[src/rtl/seq_div_pkg.sv]
// Shared definitions for the sequential restoring divider: default widths,
// FSM encoding and iteration-counter sizing.
package seq_div_pkg;

    localparam int DVD_W_DEF = 8;
    localparam int DVS_W_DEF = 4;

    typedef enum logic [1:0] {
        IDLE = 2'd0,
        RUN  = 2'd1,
        DONE = 2'd2
    } state_t;

    // The counter must be able to hold DVD_W itself, not just DVD_W-1.
    function automatic int cnt_width(input int dvd_w);
        return $clog2(dvd_w + 1);
    endfunction

    localparam int CNT_W_DEF = cnt_width(DVD_W_DEF);

endpackage

[src/rtl/seq_divider_8_by_4_div_step.sv]
// One restoring-division iteration: shift in the next dividend bit, then
// subtract the divisor when the partial remainder is large enough.
module div_step #(
    parameter int DVS_W = 4
) (
    input  logic [DVS_W-1:0] rem_in,
    input  logic             bit_in,
    input  logic [DVS_W-1:0] divisor,
    output logic [DVS_W-1:0] rem_out,
    output logic             q_bit
);

    logic [DVS_W:0] partial;

    always_comb begin
        partial = {rem_in, bit_in};
        q_bit   = (partial >= {1'b0, divisor});
        // The top bit of the partial remainder is shed by the truncation in
        // both branches; for a nonzero divisor the kept value always fits.
        if (q_bit) begin
            rem_out = DVS_W'(partial - {1'b0, divisor});
        end else begin
            rem_out = DVS_W'(partial);
        end
    end

endmodule

[src/rtl/seq_divider_8_by_4.sv]
// Sequential 8-by-4 restoring divider, one quotient bit per RUN cycle.
// Define SEQ_DIV_ZERO_CHECK_EN for the divide-by-zero fast path and flag.
module seq_divider_8_by_4
    import seq_div_pkg::*;
#(
    parameter int DVD_W = DVD_W_DEF,
    parameter int DVS_W = DVS_W_DEF
) (
    input  logic             clk,
    input  logic             rst_n,
    input  logic             start,
    input  logic [DVD_W-1:0] dividend,
    input  logic [DVS_W-1:0] divisor,
    output logic             busy,
    output logic             done,
    output logic [DVD_W-1:0] quotient,
    output logic [DVS_W-1:0] remainder
`ifdef SEQ_DIV_ZERO_CHECK_EN
    ,
    output logic             div_by_zero
`endif
);

    localparam int CNT_W = cnt_width(DVD_W);

    state_t           state;
    state_t           state_next;
    logic [DVD_W-1:0] dvd_r;
    logic [DVD_W-1:0] quo_acc;
    logic [DVS_W-1:0] dvs_r;
    logic [DVS_W-1:0] rem_r;
    logic [DVS_W-1:0] step_rem;
    logic             step_q;
    logic [CNT_W-1:0] cnt;
    logic             last_iter;
    logic             zero_fast;

`ifdef SEQ_DIV_ZERO_CHECK_EN
    assign zero_fast = (divisor == '0);
`else
    assign zero_fast = 1'b0;
`endif

    // RUN holds one extra cycle after the last step so results land on DONE entry.
    assign last_iter = (cnt == CNT_W'(DVD_W));
    assign busy      = (state != IDLE);
    assign done      = (state == DONE);

    div_step #(
        .DVS_W (DVS_W)
    ) u_step (
        .rem_in  (rem_r),
        .bit_in  (dvd_r[DVD_W-1]),
        .divisor (dvs_r),
        .rem_out (step_rem),
        .q_bit   (step_q)
    );

    always_ff @(posedge clk or negedge rst_n) begin
        if (!rst_n) begin
            state <= IDLE;
        end else begin
            state <= state_next;
        end
    end

    always_comb begin
        state_next = state;
        case (state)
            IDLE: begin
                if (start) begin
                    state_next = zero_fast ? DONE : RUN;
                end
            end
            RUN: begin
                if (last_iter) begin
                    state_next = DONE;
                end
            end
            DONE:    state_next = IDLE;
            default: state_next = IDLE;
        endcase
    end

    always_ff @(posedge clk or negedge rst_n) begin
        if (!rst_n) begin
            dvd_r       <= '0;
            dvs_r       <= '0;
            rem_r       <= '0;
            quo_acc     <= '0;
            cnt         <= '0;
            quotient    <= '0;
            remainder   <= '0;
`ifdef SEQ_DIV_ZERO_CHECK_EN
            div_by_zero <= 1'b0;
`endif
        end else begin
            case (state)
                IDLE: begin
                    if (start) begin
                        dvd_r   <= dividend;
                        dvs_r   <= divisor;
                        rem_r   <= '0;
                        quo_acc <= '0;
                        cnt     <= '0;
`ifdef SEQ_DIV_ZERO_CHECK_EN
                        if (zero_fast) begin
                            quotient    <= '1;
                            remainder   <= dividend[DVS_W-1:0];
                            div_by_zero <= 1'b1;
                        end
`endif
                    end
                end
                RUN: begin
                    if (!last_iter) begin
                        rem_r   <= step_rem;
                        quo_acc <= {quo_acc[DVD_W-2:0], step_q};
                        dvd_r   <= {dvd_r[DVD_W-2:0], 1'b0};
                        cnt     <= cnt + CNT_W'(1);
                    end else begin
                        quotient    <= quo_acc;
                        remainder   <= rem_r;
`ifdef SEQ_DIV_ZERO_CHECK_EN
                        div_by_zero <= 1'b0;
`endif
                    end
                end
                default: ;
            endcase
        end
    end

endmodule
[config.mk]
export PLATFORM = sky130hd
export DESIGN_NAME = seq_divider_8_by_4
export DESIGN_NICKNAME = d
export VERILOG_FILES = /design/src/rtl/seq_div_pkg.sv /design/src/rtl/seq_divider_8_by_4_div_step.sv /design/src/rtl/seq_divider_8_by_4.sv
export SDC_FILE = /design/constraint.sdc
export NUM_CORES = 1
export LEC_CHECK = 0
export ABC_AREA = 1
export CORE_MARGIN = 2
export CORE_UTILIZATION = 39
export CTS_CLUSTER_DIAMETER = 60
export CTS_CLUSTER_SIZE = 30
export DETAILED_ROUTE_END_ITERATION = 16
export GPL_ROUTABILITY_DRIVEN = 0
export GPL_TIMING_DRIVEN = 0
export PLACE_DENSITY = 0.58
export SYNTH_ARGS = -nofsm -noshare
export SYNTH_HDL_FRONTEND = slang
export SYNTH_SLANG_ARGS = --single-unit
[constraint.sdc]
create_clock -name clk -period 4.43 [get_ports clk]
set_input_delay 0.6645 -clock clk [delete_from_list [all_inputs] [get_ports clk]]
set_output_delay 0.6645 -clock clk [all_outputs]
set_load 0.01 [all_outputs]
Yosys cells after proc, flatten, opt, wreduce, memory -nomap -nowiden
Cells that the tools add are included.
Word-level totals
  register bits after elaboration: 42
  input port bits: 15
  output and inout bits: 14
  logic and storage cells: 39
Operators by class
  add/subtract/negate cells: 2
  $lt $le $gt $ge: 1
  equality and inequality tests: 6
  muxes and demuxes: 15
  reduce and logical (&&, ||, !) cells: 7
Operators by type and width (number)
  $mux W8: 4
  $pmux W8 S2: 2
  $mux W4: 4
  $pmux W4 S2: 2
  $ne A2 B2 Y1 const B: 3
  $reduce_and A2 Y1: 3
  $ge A5 B4 Y1: 1
  $add A4 B1 Y4 const B: 1
  $eq A4 B4 Y1 const B: 1
  $mux W2: 2
  $pmux W2 S2: 1
  $reduce_bool A2 Y1: 2
  $sub A4 B4 Y4: 1
  $reduce_and A3 Y1: 1
  $eq A2 B1 Y1 const B: 1
  $eq A2 B2 Y1 const B: 1
  $logic_not A2 Y1: 1

Logic depth before layout (Yosys ltp)
Gate-level depths: netlist of run 1.
  depth in word-level cells: 4
  mapped depth: 12
  mapped depth without buffers: 12

Modules after synthesis
A second synthesis of run 1 with hierarchy kept.
Unflattened totals
  cell total of the unflattened synthesis: 260
  area, all modules: 2114.5 µm²
Modules (own cells, without submodules)
  seq_divider_8_by_4: instances 1, cells each 221, area each 1860.5 µm², seq. area each 1051.0 µm²
  div_step: instances 1, cells each 39, area each 254.0 µm², seq. area each 0.0 µm²

Worst setup path after synthesis of run 1
No wires, ideal clock.
  path type: register to register
  start: register rem_r[1]
  end: register rem_r[2]
  setup time: 116 ps
  arrival time: 1306 ps
  data required time: 4314 ps
  path slack: 3008 ps
  stages on the path, launching flop included: 10
  clock period less this slack: 1422 ps
  cells stage by stage: dfrtp_1 -> ha_1 -> a21oi_2 -> nand2_1 -> nand2_2 -> nand2_2 -> nand2_1 -> nand2_1 -> nand2_1 -> nand2_1
Between the ends
  longest elaborated chain between the ends: 4
RTL lines
  from (decl): RTL line seq_divider_8_by_4.sv:31  | logic [DVS_W-1:0] rem_r;
  from (signal assigned): RTL line seq_divider_8_by_4.sv:117  | rem_r <= step_rem;
  $sub A4 B4 Y4 / $ge A5 B4 Y1 (equally long branches): RTL line seq_divider_8_by_4_div_step.sv:21, seq_divider_8_by_4_div_step.sv:17
  $mux W4 *: RTL line seq_divider_8_by_4_div_step.sv:20  | if (q_bit) begin
  $mux W4 *: RTL line seq_divider_8_by_4.sv:116  | if (!last_iter) begin
  $pmux W4 S2 *: RTL line seq_divider_8_by_4.sv:98  | case (state)
Mark *: on every way between the ends. The rest lies on a longest branch, timed or not. The select of a mux whose other input is x is not followed.
A chain may end at the register's enable or synchronous reset.

Worst setup path after layout of run 1
  start: register state[0]
  end: output port busy
Between the ends
  longest elaborated chain between the ends: 1
RTL lines
  from (decl): RTL line seq_divider_8_by_4.sv:26  | state_t state;
  from (signal assigned): RTL line seq_divider_8_by_4.sv:63  | state <= state_next;
  $reduce_bool A2 Y1: RTL line seq_divider_8_by_4.sv:46  | assign busy = (state != IDLE);
  to (decl): RTL line seq_divider_8_by_4.sv:14  | output logic busy,
Every way passes these cells.

==> qor.csv, run 1 <==
metric;value;unit
hold_class;input port to asynchronous set/reset pin;
cts.clk_slew.worst_paths;80;ps
fill_cells;504;
syn_area;2000;sq um
layout.cells.non_filler;319;
mappedNetlistNets;235;
synth-simple-area-share;18.0;%
seq_area_frac_synth;52.6;%
clock-root-buffer;clkbuf_8;
htree_levels;2;
synthAdderAreaFrac;4.76;%
synthXorXnorAreaFrac;0.438;%
fin_crit_sh;46.1;%
dp_hpwl;2.57;mm
wl_per_cell;10.9;um
cts.sinks;42;
first_iter_violations;68;
post-place-ws;2550;ps
cts_tree;yes;
grt.busiest_layer;met2;
drt-vias-per-instance;4.41;
clock_skew;7.62;ps
yosys_register_bits;42;
setup.worst_path.start_class;register;
port_buffers;28;
ctsResizeCount;0;
grt_pass1_wl;6.11;mm
ant_nets;0;
ios;29;
coreArea;5040;sq um
finalSetupTns;0;ps
cts-hold-fix-buffers;0;
drive_gt1_share;16.1;%
use_met2;22.0;%
yosys.cell_count.top_type;nand2_1;
start_util;39.7;%
hold-worst-slack;271;ps
max_freq;0.489;GHz
power_leakage;1.20;nW
relSlewSlack;75.8;%
outcome;finished, final reports clean;
synth_top_area_share;52.6;%
die-area;5720;sq um
synth_compound_area_share;14.3;%
placed_cells_incl_taps;312;
syn_to_final_growth;23.1;%
cts_made_buffers;5;
slew_violations;0;
drt_first_pass_iters;4;
synth_largest_area_cell;dfrtp_1;
r2r_setup_slack;2850;ps
reg2reg_to;rem_r[2];
die_w;75.6;um
grt_pass1_vias;1331;
rows;26;
crit_type;register to output port;
cp-end-kind;output port;
drc;0;
cap_viol_max_count;0;
yosysWarnings;0;
ys.flop_type;dfrtp_1;
async_flop_share;100;%
grt-ovfl-total;0;
grt.total_usage;14.5;%
synth-edff-count;0;
grt_util_met1;19.5;%
critPathMaxStageDelay;470;ps
path_cells;nor2_1 -> inv_1 -> clkdlybuf4s50_1;
synth_top_family_by_area;simple AND/OR/NAND/NOR gates;
cp.arrival;1380;ps
synth.avg_cell_area;9.39;sq um
nets;271;
rsz0062_at_grt;false;
yosysUniqueCellTypes;27;
die_h;75.6;um
antenna_found_initial;0;
r2r_cells;11;
synthTopCellsByCount;nand2_1, dfrtp_1, inv_1;
tightest_slew;362;ps
antennaDiodeCount;0;
power.density;761;nW/um^2
grt_max_degree;29;
setup_viol;0;
wirelength;3.47;mm
cts_setup_buffers;0;
vias;1406;
worstSkewPairLatency;300;ps
synth_area_leaders;dfrtp_1, nand2_1, inv_1, o21ai_2, ha_1;
fin_crit;2040;ps
synthCells;213;
cp.required;3770;ps
setup_ws;2390;ps
irDropWorstVdd;0.284;mV
hold_viol_final;0;
cts_buffer_depth;2;
slowest_stage;clkdlybuf4s50_1;
muxShareOfSynthArea;0;%
met3_usage;4.37;%
worstPathMaxFanout;3;
rr_startpoint;rem_r[1];
## routing by layer
metal | up-vias | wire, um
met1 | 631 | 1770
met3 | 5 | 115
met5 | - | 0
met4 | 0 | 67
met2 | 21 | 1510
li1 | 749 | -
## sequential cells by signal (all words and copies together), names as in the netlist
name / cells
quotient: 8
remainder: 4
dvd_r: 8
state: 2
dvs_r: 4
quo_acc: 8
rem_r: 4
cnt: 4
## through the flow
stage	util, %	power, W	area (sq um)
floorplan	-	0.00139	2000
global placement	46.9	0.00165	2370
detailed placement	47.2	0.00166	2380
CTS	48.8	0.00190	2460
global route	48.8	0.00209	2460
finish	48.8	0.00187	2460
## cells in the final DEF (no fill, tap or decap), drive strengths merged, types with 2 or more instances in the layout
master,instances
clkdlybuf4s50,27
nor2,6
clkinv,3
o21ai,25
dfrtp,42
nand2,63
nand3,9
a21oi,2
o22ai,7
inv,34
o211ai,7
buf,8
ha,6
clkbuf,5
## power by group
group / switching, W / internal (W) / leakage (nW)
clock network: 0.000127 / 0.000106 / 0.0438
logic: 0.000559 / 0.000435 / 0.630
registers: 0.0000821 / 0.000563 / 0.523
## layout make-up
cell class                 count  area [sq um]  share of cell area [%]
buffer                         6          63.8                    2.59
clock buffer                   5          68.8                    2.80
clock inverter                 2          10.0                   0.407
inverter                      35           136                    5.54
multi-input combinational    130           748                    30.4
sequential                    42          1050                    42.7
tap                           70          87.6                    3.56
timing repair buffer          29           295                    12.0
## cell families (layout without fill, tap and decap cells)
logic type / count (synthesis) / in the layout
AOI/OAI and AO/OA: 41 / 41
xor gates and xnor gates: 1 / 1
adders and majority gates: 7 / 7
buffers and inverters: 41 / 77
DFF: 42 / 42
and+or+nand+nor: 81 / 81
## critical path, delay by kind of cell (launching register included)
family,cells,cell delay (ps)
buf+inv,2,520
flops,1,400
simple gates,1,160
## worst max path at each step
stage                  start           end
floorplan           rem_r[1]      rem_r[2]
global placement       rst_n  remainder[3]
detailed placement     start      dvd_r[7]
CTS                 state[0]          busy
global route        state[0]          busy
finish              state[0]          busy
Power figures use the tool's default switching activity.
==> inputs of run 2 (changes only) <==
clock period = 2.1 ns   (was 4.43 ns; I/O delays follow)
==> qor.csv, run 2 (synthesis gave the netlist of run 1 again) <==
metric;value;unit;change
outcome;finished, final reports clean;;
placed_cells_incl_taps;312;;unchanged
layout.cells.non_filler;320;;+0.31%
power.density;1600;nW/um^2;+110%
worstSkewPairLatency;300;ps;about the same
max_freq;0.591;GHz;
setup.worst_path.start_class;register;;
hold_class;input port to asynchronous set/reset pin;;
cp.buffers_inverters;2;;unchanged
power_leakage;1.20;nW;+0.35%
final_cell_mix;nand2_1, dfrtp_1, inv_1;;
irDropWorstVdd;0.600;mV;+110%
nets;272;;+0.37%
syn_to_final_growth;23.6;%;
coreArea;5040;sq um;unchanged
dp_hpwl;2.57;mm;unchanged
grt_pass1_vias;1334;;+0.23%
critPathMaxStageDelay;470;ps;about the same
die_h;75.6;um;unchanged
grt_max_degree;29;;unchanged
die-area;5720;sq um;unchanged
fin_crit;1690;ps;
cts_tree;yes;;
fin_crit_sh;80.6;%;
cap_viol_max_count;0;;unchanged
antenna_found_initial;0;;unchanged
cp-end-kind;output port;;
ant_nets;0;;unchanged
first_iter_violations;68;;unchanged
ctsResizeCount;0;;unchanged
slew_violations;0;;unchanged
tightest_slew;364;ps;+1.06 ps
start_util;39.7;%;unchanged
grt_pass1_wl;6.13;mm;+0.23%
path_cells;nor2_1 -> inv_1 -> clkdlybuf4s50_1;;
relSlewSlack;75.8;%;about the same
setup_viol;0;;unchanged
drive_gt1_share;16.0;%;-0.064 points
fin_util;49.0;%;+0.20 points
drt_first_pass_iters;4;;unchanged
grt.total_usage;14.6;%;+0.028 points
cp.required;1780;ps;-1990 ps
port_buffers;28;;unchanged
cts.clk_slew.worst_paths;80;ps;about the same
final_common_cell;nand2_1;;
startpoint;state[0];;
cts.sinks;42;;unchanged
cts_setup_buffers;0;;unchanged
cts-hold-fix-buffers;1;;+1
grt-ovfl-total;0;;unchanged
rr_startpoint;rem_r[1];;
crit_type;register to output port;;
wl_per_cell;10.8;um;-0.20%
vias;1409;;+0.21%
cts_made_buffers;5;;unchanged
wirelength;3.47;mm;+0.12%
crit_family;buffers and inverters;;
cts_buffer_depth;2;;unchanged
antennaDiodeCount;0;;unchanged
ios;29;;unchanged
rsz0062_at_grt;false;;
htree_levels;2;;unchanged
finalSetupTns;0;ps;unchanged
slowest_stage;clkdlybuf4s50_1;;
hold_viol_final;0;;unchanged
clock_skew;7.69;ps;+0.0709 ps
clock-root-buffer;clkbuf_8;;
drt-vias-per-instance;4.40;;about the same
drc;0;;unchanged
cp.arrival;1380;ps;about the same
fill_cells;501;;-0.60%
die_w;75.6;um;unchanged
worstPathMaxFanout;3;;unchanged
reg.largest.list;dvd_r x8, quo_acc x8, quotient x8;;
rows;26;;unchanged
-- run 2: changes by cell type in the layout (fill, tap and decap cells not counted) --
cell,change
dlygate4sd3_1,+1
-- run 2: per-stage QoR --
step,hold slack [ps],area (sq um),setup slack (ps),total power [W]
2_1_floorplan,19.4,2000,678,0.00293
3_3_place_gp,456,2370,-429,0.00347
3_5_place_dp,255,2380,525,0.00350
4_1_cts,467,2470,378,0.00401
5_1_grt,481,2470,291,0.00440
6_report,455,2470,407,0.00395
-- run 2: area by class of cell --
type                            count  area [sq um]  area share [%]
Clock inverter                      2          10.0           0.405
Buffer                              6          63.8            2.58
Tap cell                           70          87.6            3.54
Clock buffer                        5          68.8            2.78
Multi-Input combinational cell    130           748            30.3
Sequential cell                    42          1050            42.5
Inverter                           35           136            5.52
Timing Repair Buffer               30           305            12.4
-- run 2: routing by layer --
metal  GRT usage, %  up-vias  wire length (um)
li1               -      751                 -
met1           19.6      632              1780
met2           22.0       21              1510
met3           4.37        5               115
met4           5.85        0                67
met5              0        -                 0
-- run 2: report_power, final --
group	switching [W]	internal, W	total, W
Combinational	0.00118	0.000919	0.00210
Sequential	0.000173	0.00119	0.00136
Clock	0.000269	0.000223	0.000492
-- run 2: final timing paths --
path,slack [ps],depth (start not counted),end
worst max-delay path,410,3,busy
worst min-delay path,450,2,cnt[1]
worst max register to register,520,11,rem_r[2]
worst min register to register,480,2,remainder[3]
max in group asynchronous,1180,3,state[0]
min in group clk,480,2,remainder[3]
==> edit, RTL diff (flow settings as in run 2) <==
Change the package constant `DVS_W_DEF` from 4 to 6.
--- a/src/rtl/seq_div_pkg.sv
+++ b/src/rtl/seq_div_pkg.sv
@@ -4,5 +4,5 @@
 
     localparam int DVD_W_DEF = 8;
-    localparam int DVS_W_DEF = 4;
+    localparam int DVS_W_DEF = 6;
 
     typedef enum logic [1:0] {
Ports: changed (resized divisor and remainder); port bits go from 29 to 33. The function was not compared with the original's and may differ.
==> edit against run 2 <==
Non-clock buffer count grew 4; largest cell class unchanged; global-route usage grew 1.1 points; sequential cell count grew 6; clock skew grew 3.8 ps; cell area grew 17%; total power grew 26%; worst setup slack lost 37 ps; routed wire length grew 34%; first-iteration DRC count grew 13%; area after synthesis grew 17%.
==> edit: results (changes against run 2) <==
Cells and area
  – Layout Nets: 328 (+21%)
  – Fill count: 561 (+12%)
  – Share of layout cells above drive strength 1: 12.5% (-3.5 points)
  – Ant. Diodes: 0 (unchanged)

Pwr
  – Switching Share: 42.9% (+1.9 points)
  – Sequential cell fraction of total power: 31.6% (-2.9 points)
  – Worst VDD drop: 0.646 mV (+7.6%)

Detailed routing
  – DR iter-0 viols: 77 (+13%)
  – Detail Route met2 WL: 2180 um (+44%)
  – M1 WL: 2300 um (+30%)

Critical path
  – RR Endpoint: rem_r[0]$_DFFE_PN0P_
  – WP data arrival: 1420 ps (+40 ps)
  – Worst r2r path cells: 8 (-3)
  – R2R Setup Slk: 390 ps (-130 ps)
  – Worst r2r src: rem_r[3]$_DFFE_PN0P_
  – Crit-path max cell delay: 470 ps (about the same)

CTS
  – CTS buffer count: 5 (unchanged)

Placed design
  – Input/output buffers: 32 (+14%)
  – HPWL after DPL: 3410 um (+32%)

Floorplan
  – Die W: 81.5 um (+7.8%)

Status
  – Status: complete, no violations

Logic synthesis
  – Post-synth net total: 287 (+22%)
  – Cell variety after synth: 31 (+15%)
  – Seq/Total Area, Yosys: 51.3% (-1.3 points)
  – Synth top cells by count: nand2_1 (69), dfrtp_1 (48), inv_1 (36), o21ai_1 (16), o21ai_0 (11)
  – Synth Instances: 261 (+23%)

Global routing
  – Vias in the first global route: 1692 (+27%)
  – Overall routing resource usage: 15.7% (+1.1 points)
  – Pin count of the biggest net entering global routing: 39 (+34%)

STA
  – Headroom to the max-slew limit: 81.6% (+5.8 points)
edit: cell count changes after synthesis, sizes merged, moves of 3 or more:
cell    change
nor2        +4
dfrtp       +6
nand3       +4
o211ai      -3
inv         +8
nand4       +7
nand2      +11
a22oi       +4
edit: worst min path at each step:
stage	end	slack [ps]	depth (start not counted)
floorplan	cnt[0]$_DFFE_PN0P_	20	0
CTS	dvd_r[1]$_DFFE_PN0P_	410	2
global route	dvd_r[1]$_DFFE_PN0P_	440	2
detailed placement	dvd_r[1]$_DFFE_PN0P_	210	1
global placement	dvd_r[3]$_DFFE_PN0P_	470	2
finish	dvd_r[4]$_DFFE_PN0P_	410	2
edit: logic make-up (layout without fill, tap and decap cells):
logic type / after synthesis / in the layout / synth area share [%]
and+or+nand+nor: 107 / 107 / 22.2
DFF: 48 / 48 / 51.3
buffers and inverters: 48 / 90 / 8.65
AOI/OAI and AO/OA: 46 / 46 / 11.7
adders and majority gates: 9 / 9 / 5.13
xor gates and xnor gates: 3 / 3 / 1.12
edit: critical path: cells and delay by family (launching register included):
| kind | cells | cell delay, ps |
|---|---|---|
| DFF | 1 | 410 |
| and+or+nand+nor | 1 | 170 |
| buffers and inverters | 2 | 530 |
edit: final cells by class:
cell class                 instances  area share [%]
buffer                             6            1.55
clock buffer                       5            2.37
clock inverter                     3            1.60
inverter                          42            5.44
multi-input combinational        165            32.4
sequential                        48            41.5
tap                               75            3.24
timing repair buffer              34            11.9
edit: what timing repair did:
| action | 4_1_cts | 5_1_grt |
|---|---|---|
| setup buffers | 0 | 0 |
| endpoints found under the hold margin | 10 | 0 |
| hold buffers | 1 | 0 |
edit: power groups by stage:
stage          registers (W)  clock network, W  logic, W
2_1_floorplan        0.00161                 0   0.00194
3_3_place_gp         0.00159                 0   0.00268
3_5_place_dp         0.00160                 0   0.00273
4_1_cts              0.00158          0.000713   0.00274
5_1_grt              0.00162          0.000762   0.00310
6_report             0.00157          0.000696   0.00272
edit: stage by stage:
stage / setup slack [ps] / cell area [um^2] / hold slack (ps)
2_1_floorplan: 626 / 2340 / 19.4
3_3_place_gp: -693 / 2760 / 467
3_5_place_dp: 425 / 2770 / 209
4_1_cts: 340 / 2900 / 410
5_1_grt: 241 / 2900 / 436
6_report: 369 / 2900 / 414
edit: layer usage:
metal	up-vias	global-route usage (%)
met5	-	0
met1	841	21.3
met4	0	4.58
li1	924	-
met3	5	3.08
met2	22	25.5
